## config.mk

```make
export PLATFORM = sky130hd
export DESIGN_NAME = iir_coeff_ctrl
export DESIGN_NICKNAME = d
export VERILOG_FILES = /design/src/rtl/iir_coeff_ctrl.sv
export SDC_FILE = /design/constraint.sdc
export NUM_CORES = 1
export LEC_CHECK = 0
export CAP_MARGIN = 20
export CORE_MARGIN = 3
export CORE_UTILIZATION = 49
export DETAILED_ROUTE_END_ITERATION = 8
export HOLD_SLACK_MARGIN = 0.03
export PLACE_DENSITY = 0.9
export REMOVE_ABC_BUFFERS = 1
export SLEW_MARGIN = 20
export SYNTH_ARGS = -nofsm -noshare
export SYNTH_HDL_FRONTEND = slang
export SYNTH_SLANG_ARGS = --single-unit
```

## constraint.sdc

```tcl
create_clock -name clk_i -period 3.9 [get_ports clk_i]
set_clock_uncertainty 0.1 [all_clocks]
set_input_delay 0.975 -clock clk_i [delete_from_list [all_inputs] [get_ports clk_i]]
set_output_delay 0.975 -clock clk_i [all_outputs]
set_load 0.01 [all_outputs]
```

## src/rtl/iir_coeff_ctrl.sv

```systemverilog
// iir_coeff_ctrl: shadow coefficient bank for the IIR notch stage.
// Writes land in a shadow bank over a request/ready port. A commit waits for
// a gap in the sample stream, or gives up after GAP_TIMEOUT cycles, and then
// pulses coeff_wr_en for one cycle so the filter takes the whole bank at once.
// After that, bypass is held for SETTLE_SAMPLES samples to hide the transient.
module iir_coeff_ctrl #(
    parameter int COEFF_WIDTH    = 20,
    parameter int COEFF_DEPTH    = 5,
    parameter int ADDR_WIDTH     = 4,
    parameter int GAP_TIMEOUT    = 16,
    parameter int SETTLE_SAMPLES = 4
) (
    input  logic                                    clk_i,
    input  logic                                    rst_i,
    input  logic                                    cfg_valid_i,
    output logic                                    cfg_ready_o,
    input  logic                                    cfg_write_i,
    input  logic [ADDR_WIDTH-1:0]                   cfg_addr_i,
    input  logic [COEFF_WIDTH-1:0]                  cfg_wdata_i,
    output logic [COEFF_WIDTH-1:0]                  cfg_rdata_o,
    output logic                                    cfg_rvalid_o,
    output logic                                    cfg_err_o,
    input  logic                                    commit_req_i,
    output logic                                    busy_o,
    output logic                                    commit_done_o,
    output logic                                    commit_forced_o,
    input  logic                                    sample_valid_i,
    input  logic [COEFF_DEPTH-1:0][COEFF_WIDTH-1:0] coeff_live_i,
    output logic [COEFF_DEPTH-1:0][COEFF_WIDTH-1:0] coeff_shadow_o,
    output logic                                    coeff_wr_en_o,
    output logic                                    bypass_o
);

    // The live-coefficient window sits at 8; the copy command is the top address.
    localparam int LIVE_BASE = 8;
    localparam logic [ADDR_WIDTH-1:0] COPY_ADDR = {ADDR_WIDTH{1'b1}};

    // One counter serves both the gap timeout and the settle sample count.
    localparam int CNT_MAX = (GAP_TIMEOUT > SETTLE_SAMPLES) ? GAP_TIMEOUT : SETTLE_SAMPLES;
    localparam int CNT_W   = $clog2(CNT_MAX + 1);
    localparam logic [CNT_W-1:0] GAP_LAST    = CNT_W'(GAP_TIMEOUT - 1);
    localparam logic [CNT_W-1:0] SETTLE_LAST = CNT_W'((SETTLE_SAMPLES > 0) ? SETTLE_SAMPLES - 1 : 0);

    typedef enum logic [1:0] {
        S_IDLE     = 2'd0,
        S_WAIT_GAP = 2'd1,
        S_SETTLE   = 2'd2
    } state_t;

    state_t                                  state_q, state_d;
    logic [CNT_W-1:0]                        cnt_q, cnt_d;
    logic                                    done_q, done_d;
    logic                                    forced_q, forced_d;
    logic [COEFF_DEPTH-1:0][COEFF_WIDTH-1:0] shadow_q, shadow_d;
    logic [COEFF_WIDTH-1:0]                  rdata_q, rdata_d;
    logic                                    rvalid_q, rvalid_d;
    logic                                    err_q, err_d;

    // Address decode results
    logic [COEFF_DEPTH-1:0]  sh_sel;
    logic                    sh_hit;
    logic                    live_hit;
    logic                    is_copy;
    logic [COEFF_WIDTH-1:0]  rd_val;
    logic                    access_ok;
    logic                    accept;

    // Decode the config address into shadow/live/copy hits and the read value.
    always_comb begin
        sh_sel   = '0;
        sh_hit   = 1'b0;
        live_hit = 1'b0;
        rd_val   = '0;
        for (int i = 0; i < COEFF_DEPTH; i++) begin
            if (cfg_addr_i == ADDR_WIDTH'(i)) begin
                sh_sel[i] = 1'b1;
                sh_hit    = 1'b1;
                rd_val    = shadow_q[i];
            end
            if (cfg_addr_i == ADDR_WIDTH'(LIVE_BASE + i)) begin
                live_hit = 1'b1;
                rd_val   = coeff_live_i[i];
            end
        end
        is_copy   = (cfg_addr_i == COPY_ADDR);
        // Shadow is R/W, live is read-only, copy is write-only; anything else faults.
        access_ok = cfg_write_i ? (sh_hit || is_copy) : (sh_hit || live_hit);
        accept    = cfg_valid_i && cfg_ready_o;
    end

    // Shadow bank next state: only accepted, legal writes or the copy command touch it.
    always_comb begin
        shadow_d = shadow_q;
        if (accept && cfg_write_i && access_ok) begin
            if (is_copy) begin
                shadow_d = coeff_live_i;
            end else begin
                for (int i = 0; i < COEFF_DEPTH; i++) begin
                    if (sh_sel[i]) begin
                        shadow_d[i] = cfg_wdata_i;
                    end
                end
            end
        end
    end

    // Response path: read data, read-valid and error are all one cycle after acceptance.
    always_comb begin
        rvalid_d = accept && !cfg_write_i;
        err_d    = accept && !access_ok;
        rdata_d  = '0;
        if (accept && !cfg_write_i && access_ok) begin
            rdata_d = rd_val;
        end
    end

    // Commit sequencer: next state and the combinational strobes for the filter.
    always_comb begin
        state_d       = state_q;
        cnt_d         = cnt_q;
        done_d        = 1'b0;
        forced_d      = forced_q;
        cfg_ready_o   = 1'b0;
        busy_o        = 1'b0;
        coeff_wr_en_o = 1'b0;
        bypass_o      = 1'b0;
        case (state_q)
            S_IDLE: begin
                cfg_ready_o = 1'b1;
                if (commit_req_i) begin
                    state_d = S_WAIT_GAP;
                    cnt_d   = '0;
                end
            end
            S_WAIT_GAP: begin
                busy_o = 1'b1;
                // Commit in a sample gap, or force it once the timeout is reached.
                if (!sample_valid_i || (cnt_q == GAP_LAST)) begin
                    coeff_wr_en_o = 1'b1;
                    forced_d      = sample_valid_i;
                    cnt_d         = '0;
                    if (SETTLE_SAMPLES == 0) begin
                        state_d = S_IDLE;
                        done_d  = 1'b1;
                    end else begin
                        state_d = S_SETTLE;
                    end
                end else begin
                    cnt_d = cnt_q + 1'b1;
                end
            end
            S_SETTLE: begin
                busy_o   = 1'b1;
                bypass_o = 1'b1;
                if (sample_valid_i) begin
                    if (cnt_q == SETTLE_LAST) begin
                        state_d = S_IDLE;
                        done_d  = 1'b1;
                        cnt_d   = '0;
                    end else begin
                        cnt_d = cnt_q + 1'b1;
                    end
                end
            end
            default: begin
                state_d = S_IDLE;
                cnt_d   = '0;
            end
        endcase
    end

    // State and register file update, synchronous active-high reset.
    always_ff @(posedge clk_i) begin
        if (rst_i) begin
            state_q  <= S_IDLE;
            cnt_q    <= '0;
            done_q   <= 1'b0;
            forced_q <= 1'b0;
            shadow_q <= '0;
            rdata_q  <= '0;
            rvalid_q <= 1'b0;
            err_q    <= 1'b0;
        end else begin
            state_q  <= state_d;
            cnt_q    <= cnt_d;
            done_q   <= done_d;
            forced_q <= forced_d;
            shadow_q <= shadow_d;
            rdata_q  <= rdata_d;
            rvalid_q <= rvalid_d;
            err_q    <= err_d;
        end
    end

    assign coeff_shadow_o  = shadow_q;
    assign cfg_rdata_o     = rdata_q;
    assign cfg_rvalid_o    = rvalid_q;
    assign cfg_err_o       = err_q;
    assign commit_done_o   = done_q;
    assign commit_forced_o = forced_q;

endmodule

```

==> flow_metrics.env, run 1 <==
export IMPL_final_common_cell="clkdlybuf4s50_1"
export IMPL_required_ps=2820
export IMPL_area_delta_synth_final_pct=47.03
export IMPL_slew_violations=0
export IMPL_io_pins=258
export IMPL_worstSkewPairLatency_ps=420
export IMPL_clk_pin_slew_ps=60
export IMPL_seq_area_frac_synth_pct=37.22
export IMPL_die_area_mm2=0.01586
export IMPL_hold_buffers=0
export IMPL_grt_overflow_total=0
export IMPL_crit_type="primary input to output port"
export IMPL_grt_use_total_pct=34.11
export IMPL_h_tree_depth=4
export IMPL_synth_area_leaders="dfxtp_1, a21oi_1, a211oi_1"
export IMPL_drt_iter0_markers=1037
export IMPL_yosysWarnings=0
export IMPL_port_buffers=257
export IMPL_fmax_ghz=0.2980
export IMPL_postCtsSetupBuffers=0
export IMPL_finalHoldViolCount=0
export IMPL_avgViaCountPerCell=6.435
export IMPL_layout_nets=1228
export IMPL_antenna_found_initial=0
export IMPL_cts_buffers=17
export IMPL_leakagePower_uw=0.003486
export IMPL_tightest_slew_ps=758.9
export IMPL_dp_cells=1254
export IMPL_synth_cell_types=53
export IMPL_clkSinkCount=131
export IMPL_start_util_pct=50.38
export IMPL_rsz0062_at_grt="false"
export IMPL_finalWirelength_um=28050
export IMPL_grt_max_degree=61
export IMPL_synth_area_leader_cell="dfxtp_1"
export IMPL_wire_per_inst_um=21.84
export IMPL_setup_viol=0
export IMPL_clockBufferDepth=2
export IMPL_stdcell_count=1284
export IMPL_netlist_area_mm2=0.007047
export IMPL_cts_tree="yes"
export IMPL_synth_top_area_share_pct=37.22
export IMPL_gp_congestion=0.8602
export IMPL_firstDrtPassIters=7
export IMPL_die_w_um=125.9
export IMPL_antenna_left=0
export IMPL_rows=43
export IMPL_cap_violations=0
export IMPL_ys_seq_elements=131
export IMPL_coreArea_mm2=0.01399
export IMPL_route_vias_total=8262
export IMPL_grt_pass1_wl_um=43580
export IMPL_crit_fanout=4
export IMPL_n_fill_cell=1023
export IMPL_grt_pass1_vias=8136
export IMPL_layout_drive_gt1_share_pct=10.33
export IMPL_cts_resized=0
export IMPL_fin_crit_sh_pct=86.03
export IMPL_postSynthCellCount=865
export IMPL_num_antenna_cells=0
export IMPL_critical_path_arrival_ps=2280
export IMPL_clockRootBuffer="clkbuf_16"
export IMPL_pwr_density_cell_mw_per_mm2=368.8
export IMPL_start_kind="primary input"
export IMPL_hp_class="flop to flop"
export IMPL_maxSlewHeadroom_pct=49.18
export IMPL_finalSetupTns_ps=0
export IMPL_worstSetupEndpointType="output port"
export IMPL_period_minus_slack_ps=3355
export IMPL_ir_drop_mv=0.3422
export IMPL_syn_area_per_cell_um2=8.147
export IMPL_status="finished, final reports clean"
export IMPL_final_cell_mix="clkdlybuf4s50_1, dfxtp_1, nor2_1, a21oi_1, a211oi_1"
export IMPL_route_detailed_drc=0
export IMPL_die_y_um=125.9
export IMPL_place_hpwl_um=19170
-- per-layer routing --
metal	vias up	track usage, %	part of all wire, %
met5	-	0	0
met4	0	12.18	2.7
met3	86	7.888	11
met2	623	56.40	47
met1	3859	43.77	39
li1	3694	-	-
-- kinds of logic (layout without fill, tap and decap cells) --
family,count (synthesis),after routing,share of synthesized area [%]
compound gates,379,379,36.12
simple gates,225,225,14.70
flops,131,131,37.22
buf+inv,94,333,5.806
mux,30,30,5.149
fa+ha+maj,5,5,0.8878
xor+xnor,1,1,0.1243
-- through the flow --
step	cell area, um^2	setup slack (ps)	utilization [%]	total power, uW	hold WS [ps]
6_report	10360	544.6	74.07	3821	372.5
3_5_place_dp	9814	339.9	70.16	2313	366.3
2_1_floorplan	6683	89.51	-	1841	333.8
3_3_place_gp	9814	481.1	70.16	2293	351.4
5_1_grt	10360	475.7	74.07	3946	413.2
4_1_cts	10360	538.0	74.05	3792	374.7
-- synthesized netlist by cell type, drive strengths merged --
cell       n
o21ai     55
nand2     23
nor4       1
a22o       2
o32ai      3
a21o      10
o22a       4
xor2       1
clkbuf    49
mux2      10
nor3       9
o221ai    15
or4b       1
nand3b     5
a31oi      5
dfxtp    131
o2bb2ai    4
a211oi   100
and2      21
mux4       4
o22ai      2
and3       1
inv       12
a21oi    133
or3        4
ha         5
nor3b      5
o21a       1
a22oi     20
nor2     132
a32o       1
or4        1
nand2b     1
nand4      3
mux2i     16
buf       33
a21boi     4
nand3      7
a222oi    10
o311ai     4
nor2b     11
o211ai     1
o2111ai    5
-- registers in the layout, summed over array words and instances (netlist names) --
signal           cells
commit_forced_o      1
commit_done_o        1
cfg_rvalid_o         1
cnt_q                5
cfg_err_o            1
state_q              2
cfg_rdata_o         20
coeff_shadow_o     100
-- path summary, 6_finish.rpt --
kind	startpoint	to	slack [ps]	cells after the start
worst max-delay path	sample_valid_i	coeff_wr_en_o	540	4
worst min-delay path	cnt_q[4]$_SDFFE_PP0P_	cnt_q[4]$_SDFFE_PP0P_	370	2
worst max register to register	state_q[1]$_SDFFE_PP0P_	coeff_shadow_o[10]$_SDFFE_PP0P_	1580	7
worst min register to register	cnt_q[4]$_SDFFE_PP0P_	cnt_q[4]$_SDFFE_PP0P_	370	2
-- report_power, final --
group | switching [uW] | internal (uW)
combinational | 467 | 412
clock | 608 | 899
sequential | 41.4 | 1390
-- layout make-up --
cell class | count | area, um^2 | share of cell area [%]
Inverter | 12 | 45.04 | 0.4347
Tap cell | 180 | 225.2 | 2.174
Clock buffer | 21 | 460.4 | 4.444
Clock inverter | 9 | 83.83 | 0.8091
Sequential cell | 131 | 2623 | 25.31
Multi-Input combinational cell | 640 | 4076 | 39.34
Timing Repair Buffer | 291 | 2848 | 27.48
-- critical path, cell delays in order --
cell             delay (ps)
clkdlybuf4s50_1         470
nor2b_1                 180
nor2b_1                 120
clkdlybuf4s50_1         540
Power figures use the tool's default switching activity.
==> inputs of run 2 (changes only) <==
--- a/config.mk
+++ b/config.mk
@@ -11,7 +11,6 @@
 export DETAILED_ROUTE_END_ITERATION = 8
 export HOLD_SLACK_MARGIN = 0.03
 export PLACE_DENSITY = 0.9
-export REMOVE_ABC_BUFFERS = 1
 export SLEW_MARGIN = 20
 export SYNTH_ARGS = -nofsm -noshare
 export SYNTH_HDL_FRONTEND = slang
==> flow_metrics.env, run 2 (synthesized netlist as in run 1, its figures left out) <==
export IMPL_timing_critical_path_from="sample_valid_i"
export IMPL_ff2ff_setup_slack_ps=1540
export IMPL_layout_drive_gt1_share_pct=9.025
export IMPL_finalHoldViolCount=0
export IMPL_avgViaCountPerCell=6.427
export IMPL_finalSetupTns_ps=0
export IMPL_fmax_ghz=0.3004
export IMPL_pwr_density_cell_mw_per_mm2=376.7
export IMPL_worstSkewPairLatency_ps=430
export IMPL_hold_buffers=0
export IMPL_antenna_left=0
export IMPL_final_cell_mix="clkdlybuf4s50_1, dfxtp_1, nor2_1, a21oi_1, a211oi_1"
export IMPL_start_kind="primary input"
export IMPL_crit_end="coeff_wr_en_o"
export IMPL_worst_slack_ps=570.9
export IMPL_start_util_pct=50.38
export IMPL_clk_pin_slew_ps=50
export IMPL_layout_nets=1220
export IMPL_clkSinkCount=131
export IMPL_maxSlewHeadroom_pct=34.39
export IMPL_area_delta_synth_final_pct=46.39
export IMPL_reg2reg_depth=6
export IMPL_largest_reg_flops=100
export IMPL_drt_iter0_markers=1254
export IMPL_leakagePower_uw=0.003464
export IMPL_cap_violations=0
export IMPL_num_antenna_cells=0
export IMPL_status="finished, final reports clean"
export IMPL_synth_fp_nets=1000
export IMPL_r2r_start="state_q[0]$_SDFFE_PP0P_"
export IMPL_total_power_uw=3886
export IMPL_coreArea_mm2=0.01399
export IMPL_hp_class="flop to flop"
export IMPL_io_pins=258
export IMPL_clockRootBuffer="clkbuf_16"
export IMPL_tightest_slew_ps=982.1
export IMPL_fin_crit_sh_pct=85.36
export IMPL_period_minus_slack_ps=3329
export IMPL_required_ps=2820
export IMPL_stdcell_count=1277
export IMPL_cts_tree="yes"
export IMPL_die_y_um=125.9
export IMPL_gp_congestion=0.9161
export IMPL_antenna_found_initial=0
export IMPL_route_vias_total=8207
export IMPL_cts_buffers=17
export IMPL_place_hpwl_um=19570
export IMPL_cts_resized=0
export IMPL_slew_violations=0
export IMPL_clockBufferDepth=2
export IMPL_dp_slack_ps=324.9
export IMPL_grt_use_total_pct=34.48
export IMPL_wire_per_inst_um=21.75
export IMPL_postCtsSetupBuffers=0
export IMPL_die_w_um=125.9
export IMPL_route_detailed_drc=0
export IMPL_crit_type="primary input to output port"
export IMPL_grt_max_degree=101
export IMPL_dp_cells=1246
export IMPL_worstSetupEndpointType="output port"
export IMPL_port_buffers=257
export IMPL_finalWirelength_um=27780
export IMPL_n_fill_cell=1054
export IMPL_grt_pass1_wl_um=43390
export IMPL_setup_viol=0
export IMPL_h_tree_depth=4
export IMPL_crit_fanout=4
export IMPL_fin_util_pct=73.75
export IMPL_grt_overflow_total=0
export IMPL_grt_pass1_vias=7779
export IMPL_rows=43
export IMPL_final_common_cell="clkdlybuf4s50_1"
export IMPL_r2r_end="cfg_rdata_o[8]$_SDFF_PP0_"
export IMPL_firstDrtPassIters=6
export IMPL_rsz0062_at_grt="false"
export IMPL_die_area_mm2=0.01586
export IMPL_critical_path_arrival_ps=2250
export IMPL_ir_drop_mv=0.3227
## run 2: cell count changes in the layout (fill, tap and decap cells not counted), moves of 2 or more
cell / previous run / this run
nor2b_2: 2 / 0
buf_4: 32 / 24
clkinvlp_4: 4 / 0
clkbuf_1: 2 / 6
nor2b_1: 9 / 11
## run 2: worst min path at each step
stage                                     start                    end  slack (ps)  depth (start not counted)
after floorplan           cnt_q[4]$_SDFFE_PP0P_  cnt_q[4]$_SDFFE_PP0P_         340                          2
after global placement    cnt_q[4]$_SDFFE_PP0P_  cnt_q[4]$_SDFFE_PP0P_         350                          2
after detailed placement  cnt_q[4]$_SDFFE_PP0P_  cnt_q[4]$_SDFFE_PP0P_         360                          2
after CTS                 cnt_q[4]$_SDFFE_PP0P_  cnt_q[4]$_SDFFE_PP0P_         370                          2
after global routing      cnt_q[1]$_SDFFE_PP0P_  cnt_q[1]$_SDFFE_PP0P_         410                          2
final                     cnt_q[4]$_SDFFE_PP0P_  cnt_q[4]$_SDFFE_PP0P_         370                          2
## run 2: metrics by stage
step | instance area [um^2] | hold WS [ps]
after floorplan | 7047 | 339.9
after global placement | 9752 | 353.7
after detailed placement | 9752 | 361.2
after CTS | 10320 | 369.4
after global routing | 10320 | 411.9
final | 10320 | 374.1
## run 2: area by class of cell
| class | count | area [um^2] | area share, % |
|---|---|---|---|
| timing repair buffer | 283 | 2793 | 27.07 |
| inverter | 12 | 45.04 | 0.4366 |
| multi-input combinational | 640 | 4066 | 39.42 |
| clock buffer | 26 | 489.2 | 4.742 |
| clock inverter | 5 | 75.07 | 0.7277 |
| sequential | 131 | 2623 | 25.42 |
| tap | 180 | 225.2 | 2.183 |
## run 2: metal layers
metal | share of wire, % | GRT usage, %
met1 | 37 | 43.41
met2 | 45 | 52.77
met3 | 11 | 9.627
met4 | 6.2 | 20.38
met5 | 0 | 0
## run 2: critical path, stage by stage
cell             delay [ps]
clkdlybuf4s50_1         470
nor2b_1                 170
nor2b_1                 110
clkdlybuf4s50_1         540
## run 2: power by group
part	switching [uW]	leakage (uW)	internal, uW
combinational	466	0.00213	408
clock	592	0.000278	985
sequential	41.7	0.00106	1390
total	1100	0.00346	2790
